===== src/rtl/pc_ras_unit.sv =====
// Next-PC generator with a circular return-address stack (RAS).
// pc is registered; CALL pushes pc+4, RET pops, and full/empty/sticky flags track the RAS.
module pc_ras_unit #(
  parameter int                WIDTH     = 32,
  parameter logic [WIDTH-1:0]  RESET_VEC = '0,
  parameter logic [WIDTH-1:0]  TRAP_VEC  = WIDTH'(32'h100),
  parameter int                RAS_DEPTH = 4
) (
  input  logic                       clk_i,
  input  logic                       reset_i,
  input  logic                       enable_i,
  input  logic                       flush_i,
  input  logic [2:0]                 op_i,
  input  logic [WIDTH-1:0]           target_i,
  input  logic [WIDTH-1:0]           offset_i,
  output logic [WIDTH-1:0]           pc_o,
  output logic                       redirect_o,
  output logic [$clog2(RAS_DEPTH):0] ras_count_o,
  output logic                       ras_full_o,
  output logic                       ras_empty_o,
  output logic                       ras_ovf_o,
  output logic                       ras_unf_o
);
  localparam int PW = $clog2(RAS_DEPTH);
  localparam int CW = PW + 1;

  localparam logic [2:0] OP_SEQ    = 3'd0;
  localparam logic [2:0] OP_BRANCH = 3'd1;
  localparam logic [2:0] OP_JUMP   = 3'd2;
  localparam logic [2:0] OP_CALL   = 3'd3;
  localparam logic [2:0] OP_RET    = 3'd4;
  localparam logic [2:0] OP_TRAP   = 3'd5;

  logic [WIDTH-1:0] pc_q, pc_d, nxt_pc, seq_pc;
  logic             redir_q, redir_d;
  logic [CW-1:0]    cnt_q, cnt_d, cnt_f;
  logic [PW-1:0]    ptr_q, ptr_d, ptr_f, rd_idx;
  logic             ovf_q, ovf_d, unf_q, unf_d;
  logic             push;
  logic [WIDTH-1:0] stack_q [RAS_DEPTH];

  // Flush takes effect before this cycle's op, so ops see the cleared stack.
  always_comb begin
    cnt_f   = flush_i ? '0 : cnt_q;
    ptr_f   = flush_i ? '0 : ptr_q;
    rd_idx  = ptr_f - PW'(1);
    seq_pc  = pc_q + WIDTH'(4);
    nxt_pc  = pc_q;
    push    = 1'b0;
    ptr_d   = ptr_f;
    cnt_d   = cnt_f;
    ovf_d   = ovf_q;
    unf_d   = unf_q;
    redir_d = 1'b0;
    case (op_i)
      OP_SEQ:    nxt_pc = seq_pc;
      OP_BRANCH: begin nxt_pc = pc_q + offset_i; redir_d = 1'b1; end
      OP_JUMP:   begin nxt_pc = target_i;        redir_d = 1'b1; end
      OP_CALL: begin
        nxt_pc  = target_i;
        redir_d = 1'b1;
        push    = 1'b1;
        ptr_d   = ptr_f + PW'(1);
        // When full the write pointer already sits on the oldest entry.
        if (cnt_f == CW'(RAS_DEPTH)) ovf_d = 1'b1;
        else                         cnt_d = cnt_f + CW'(1);
      end
      OP_RET: begin
        redir_d = 1'b1;
        if (cnt_f != '0) begin
          nxt_pc = stack_q[rd_idx];
          ptr_d  = rd_idx;
          cnt_d  = cnt_f - CW'(1);
        end else begin
          nxt_pc = target_i;
          unf_d  = 1'b1;
        end
      end
      OP_TRAP:   begin nxt_pc = TRAP_VEC; redir_d = 1'b1; end
      default:   nxt_pc = pc_q;
    endcase
    pc_d = {nxt_pc[WIDTH-1:2], 2'b00};
  end

  always_ff @(posedge clk_i or posedge reset_i) begin
    if (reset_i) begin
      pc_q    <= {RESET_VEC[WIDTH-1:2], 2'b00};
      redir_q <= 1'b0;
      cnt_q   <= '0;
      ptr_q   <= '0;
      ovf_q   <= 1'b0;
      unf_q   <= 1'b0;
    end else if (enable_i) begin
      pc_q    <= pc_d;
      redir_q <= redir_d;
      cnt_q   <= cnt_d;
      ptr_q   <= ptr_d;
      ovf_q   <= ovf_d;
      unf_q   <= unf_d;
    end
  end

  always_ff @(posedge clk_i) begin
    if (enable_i && push && !reset_i) stack_q[ptr_f] <= seq_pc;
  end

  assign pc_o        = pc_q;
  assign redirect_o  = redir_q;
  assign ras_count_o = cnt_q;
  assign ras_full_o  = (cnt_q == CW'(RAS_DEPTH));
  assign ras_empty_o = (cnt_q == '0);
  assign ras_ovf_o   = ovf_q;
  assign ras_unf_o   = unf_q;
endmodule


===== config.mk =====
export PLATFORM = sky130hd
export DESIGN_NAME = pc_ras_unit
export DESIGN_NICKNAME = d
export VERILOG_FILES = /design/src/rtl/pc_ras_unit.sv
export SDC_FILE = /design/constraint.sdc
export NUM_CORES = 1
export LEC_CHECK = 0
export BUFFER_PORTS_ARGS = -buffer_cell sky130_fd_sc_hd__clkbuf_2
export CORE_MARGIN = 5
export CORE_UTILIZATION = 50
export DETAILED_ROUTE_END_ITERATION = 10
export PLACE_DENSITY_LB_ADDON = 0.08
export SYNTH_ARGS = -nofsm -noshare
export SYNTH_HDL_FRONTEND = slang
export SYNTH_SLANG_ARGS = --single-unit

===== constraint.sdc =====
create_clock -name clk_i -period 4.17 [get_ports clk_i]
set_input_delay 0.2085 -clock clk_i [delete_from_list [all_inputs] [get_ports clk_i]]
set_output_delay 0.2085 -clock clk_i [all_outputs]
set_load 0.1 [all_outputs]

==> Yosys cells after proc, flatten, opt, wreduce, memory -nomap -nowiden <==
Memories as Yosys holds them, arrays and structs flattened.
Cells that the tools add are included.
{ "word_totals": {"n_memories": 1, "elab_cells": 46, "ram_bits": 128, "output_inout_bits": 40, "inputBits": 71, "regBits": 38} }
{ "mem_list": {"columns": ["name", "depth", "width", "rd", "rd_ports_with_merged_regs", "write_ports", "line_no", "text"], "rows": [
  ["stack_q", 4, 32, 1, 0, 1, "40", "logic [WIDTH-1:0] stack_q [RAS_DEPTH];"]
]} }
{ "classes": {"n_mux": 13, "add_sub_neg": 6, "n_reduce_logical": 12, "n_eq_ne": 7, "n_bitwise": 1} }
{ "ops": {"columns": ["op", "count"], "rows": [
  ["32-bit case mux with 5 select lines", 1],
  ["32-bit by 3-bit adder with 32-bit output (second input constant)", 1],
  ["32-bit adder", 1],
  ["32-bit 2-to-1 mux", 1],
  ["3-bit == test (second input constant)", 4],
  ["3-bit 2-to-1 mux", 3],
  ["3-bit by 2-bit == test with 1-bit output (second input constant)", 2],
  ["3-bit logical NOT", 2],
  ["3-bit case mux with 2 select lines", 1],
  ["3-bit AND reduction", 2],
  ["5-bit nonzero test", 1],
  ["5-bit OR reduction", 1],
  ["1-bit 2-to-1 mux", 4],
  ["2-bit 2-to-1 mux", 2],
  ["2-bit case mux with 2 select lines", 1],
  ["3-bit by 1-bit adder with 3-bit output (second input constant)", 1],
  ["3-bit by 1-bit == test with 1-bit output (second input constant)", 1],
  ["3-bit nonzero test", 1],
  ["3-bit by 1-bit subtractor with 3-bit output (second input constant)", 1],
  ["2-bit by 1-bit adder with 2-bit output (second input constant)", 1],
  ["1-bit logical AND", 2],
  ["2-bit AND reduction", 1],
  ["2-bit OR reduction", 1],
  ["2-bit by 1-bit subtractor with 2-bit output (second input constant)", 1],
  ["2 further kinds", 2]
]} }

==> Longest topological paths before layout <==
{ "depth": {"word_depth": 6, "ltp_mapped": 11, "depth_no_buf": 11} }

==> Worst setup path after synthesis <==
No wires, ideal clock.
{ "synth_timing": {"kind": "register -> register", "from": "register pc_q[2], in the netlist pc_o[2]", "to": "register pc_q[30], in the netlist pc_o[30]", "t_required_ns": 4.044, "n_path_buf": 0, "setup_ns": 0.126, "t_arrival_ns": 3.695, "path_stages_with_launch": 11, "synth_period_minus_slack_ns": 3.822, "setup_slack_ns": 0.348, "path_cell_list": "dfrtp_1 > ha_1 > fa_1 > a211o_1 > a211o_1 > a2111o_1 > a311o_1 > a31oi_2 > xor2_1 > o21ai_1 > o311a_1"} }
{ "synth_via": {"elab_chain_len": 2, "elab_cells_between_ends": 3, "classes_between": "add/sub (2); mux (1)"} }
{ "synth_rtl": {"columns": ["element", "line_no", "text"], "rows": [
  ["from (decl)", "34", "logic [WIDTH-1:0] pc_q, pc_d, nxt_pc, seq_pc;"],
  ["from (signal assigned)", "87", "pc_q <= {RESET_VEC[WIDTH-1:2], 2'b00};"],
  ["from (signal assigned)", "94", "pc_q <= pc_d;"],
  ["32-bit adder / 32-bit by 3-bit adder with 32-bit output (equally long branches)", "57, 47", null],
  ["32-bit case mux with 5 select lines (*)", "55", "case (op_i)"]
]} }
Every way passes the cells marked *; elsewhere a longest branch is shown, timed or not.
A chain may end at the register's enable or synchronous reset.

==> Worst setup path in the final report <==
Ends and elaborated chain as after synthesis.

==> results.ini <==
[outcome]
outcome = finished, final reports clean

[finish]
final_cell_mix = edfxtp_1, clkbuf_2, nor2_1
nets = 960
syn2layout_area_growth_pct = 14.69
final_layout_size_suffix_gt1_frac = 0.2230
fin_cells = 1086
diodes = 0
final_common_cell = edfxtp_1

[clock_network]
cts_sinks = 158
postCtsSetupBuffers = 0
cts_tree = done
cts_buffers = 17
clockBufferDepth = 2
worstSkewPairLatency_ps = 420
cts-root-buf = clkbuf_16
cts_hold_buf = 1
ctsResizeCount = 0
cts_htree_levels = 4
clkTransAtPathRegs_ps = 60

[place]
numPortBuffers = 104
hpwl_um = 17540
gp_congestion = 0.8316
placed_cells = 1054

[sta]
slew_violations = 0
rsz0062_at_grt = no
period_minus_slack_ps = 3699
holdWs_ps = 74.45
tns_ps = 0
min_period_over_period = 0.8870
slew_headroom = 0.3151
finalClockSkew_ps = 11.38
finalHoldViolations = 0
fmax_ghz = 0.2704
worst_pin_slew_ps = 1027
setup_viol = 0

[drt]
drt_iter0_markers = 721
drc = 0
ant_nets = 0
wl_per_cell_um = 21.91
first_pass_iters = 8
viasPerCell = 6.161
wirelength_um = 23790
vias = 6691

[setup_path]
startpoint = pc_o[2]$_DFFE_PP0P_
reg2regPathDepth = 10
critPathKind = reg -> reg
rr_startpoint = pc_o[2]$_DFFE_PP0P_
cp-start-kind = flip-flop
cp-end-kind = flip-flop
worstPathRequired_ps = 4470
arrival_ps = 4000
path_max_fanout = 10

[floorplanning]
num_rows = 48
die-area_mm2 = 0.02063
chipHeight_um = 143.6
core_mm2 = 0.01742
dieWidth_um = 143.6
initial_core_util = 0.5126
num_io_pins = 111

[logic_synthesis]
async_flop_share = 0.2405
synth_edf_count = 120
synth_top_area_cell = edfxtp_1
synthesis.instances = 751
ys_ff_latch = 158
synthFlopType = edfxtp_1
yosys_warnings = 0
synth.area.top_cells = edfxtp_1, dfrtp_1, mux4_2
syn-mean-instance-area_um2 = 11.89
synthesis.area_mm2 = 0.008927
yosysTopAreaCellShare = 0.4036
ys_seq_area_frac = 0.5102
yosys.cell_types.count = 67

[min_path]
hold_path_class = in -> reg
min_from = target_i[7]
hold_depth = 3

[global_route]
grt_pass1_vias = 6431
gr-usage-all-layers = 0.2335
grt_overflow_total = 0
antenna_found_initial = 0
grt_pass1_wl_um = 36380
grt_max_degree = 37

[flow_run]
drv_cap = 0

[power]
power_mw = 5.297
leakagePower_nw = 3.983
irDropWorstVdd_mv = 0.2982
p_per_area_mw_per_mm2 = 517.4

==> critical path, stage by stage, from the launching register on <==
cell and delay [ps]:
dfrtp_1 480, ha_1 280, fa_1 440, a211o_1 340, a211o_1 330, a2111o_1 440
a311o_1 400, a31oi_2 200, xor2_1 220, o21ai_1 100, o311a_1 320
==> cell type report <==
cell class / count / area, um^2
flip-flops and latches: 158 / 4554
well taps: 225 / 281.5
repair buffers: 120 / 643.1
clock buffers: 20 / 436.7
fillers: 1460 / 7178
multi-input cells: 534 / 4111
inverters: 18 / 67.56
clock inverters: 11 / 143.9
==> power breakdown <==
part	leakage (nW)	internal (mW)	switching, mW	total [mW]
clock network	0.263	0.934	0.591	1.53
registers	1.54	1.83	0.139	1.97
logic	2.18	0.551	1.25	1.80
==> per-stage QoR <==
stage / util / cell area [um^2] / worst slack [ps]
final: 0.5879 / 10240 / 471.2
after CTS: 0.5879 / 10240 / 493.2
after floorplan: - / 8931 / 348.4
after detailed placement: 0.5540 / 9648 / 558.9
after global routing: 0.5879 / 10240 / 304.7
after global placement: 0.5540 / 9648 / 620.8
==> path summary, 6_finish.rpt <==
check                                        endpoint  slack (ps)
min in group asynchronous        ptr_q[1]$_DFFE_PP0P_         220
worst max-delay path             pc_o[30]$_DFFE_PP0P_         470
worst min-delay path              pc_o[7]$_DFFE_PP0P_          70
max in group asynchronous        pc_o[19]$_DFFE_PP0P_        3220
worst max register to register   pc_o[30]$_DFFE_PP0P_         470
worst min register to register  ras_unf_o$_DFFE_PP0P_         480
==> cell usage after synthesis (14+ instances only) <==
master    instances
dfrtp_1          38
mux4_2           29
ha_1             39
clkbuf_1         31
xnor2_1          35
edfxtp_1        120
a221oi_1         20
nor2_1           55
nand3_1          22
a21o_1           14
a21oi_1          44
o21ai_0          44
xor2_1           18
inv_1            17
nand2_1          52
==> flip-flops by register name, indices dropped and copies added, names as in the netlist <==
signal,flops
ras_ovf_o,1
ptr_q,2
pc_o,30
stack_q,120
redirect_o,1
ras_count_o,3
ras_unf_o,1
==> metal layers <==
layer / part of all wire / up-vias / track usage / wire [um]
met5: 0 / - / 0 / 0
met2: 0.45 / 257 / 0.3436 / 10680
li1: - / 3110 / - / -
met4: 0.022 / 0 / 0.08028 / 512
met3: 0.074 / 33 / 0.03361 / 1769
met1: 0.46 / 3291 / 0.3568 / 10830
==> cell families (layout without fill, tap and decap cells) <==
logic type | count (synthesis) | in the layout | share of synthesized area
AND/OR/NAND/NOR | 196 | 196 | 0.1057
adder cells (fa/ha/maj) | 40 | 40 | 0.05690
other | 1 | 2 | 0.0004201
buffers and inverters | 60 | 169 | 0.03153
multiplexers | 35 | 35 | 0.08227
AO/OA/AOI/OAI | 208 | 208 | 0.1610
XOR/XNOR | 53 | 53 | 0.05200
flip-flops | 158 | 158 | 0.5102
(Power assumes the default switching activity.)
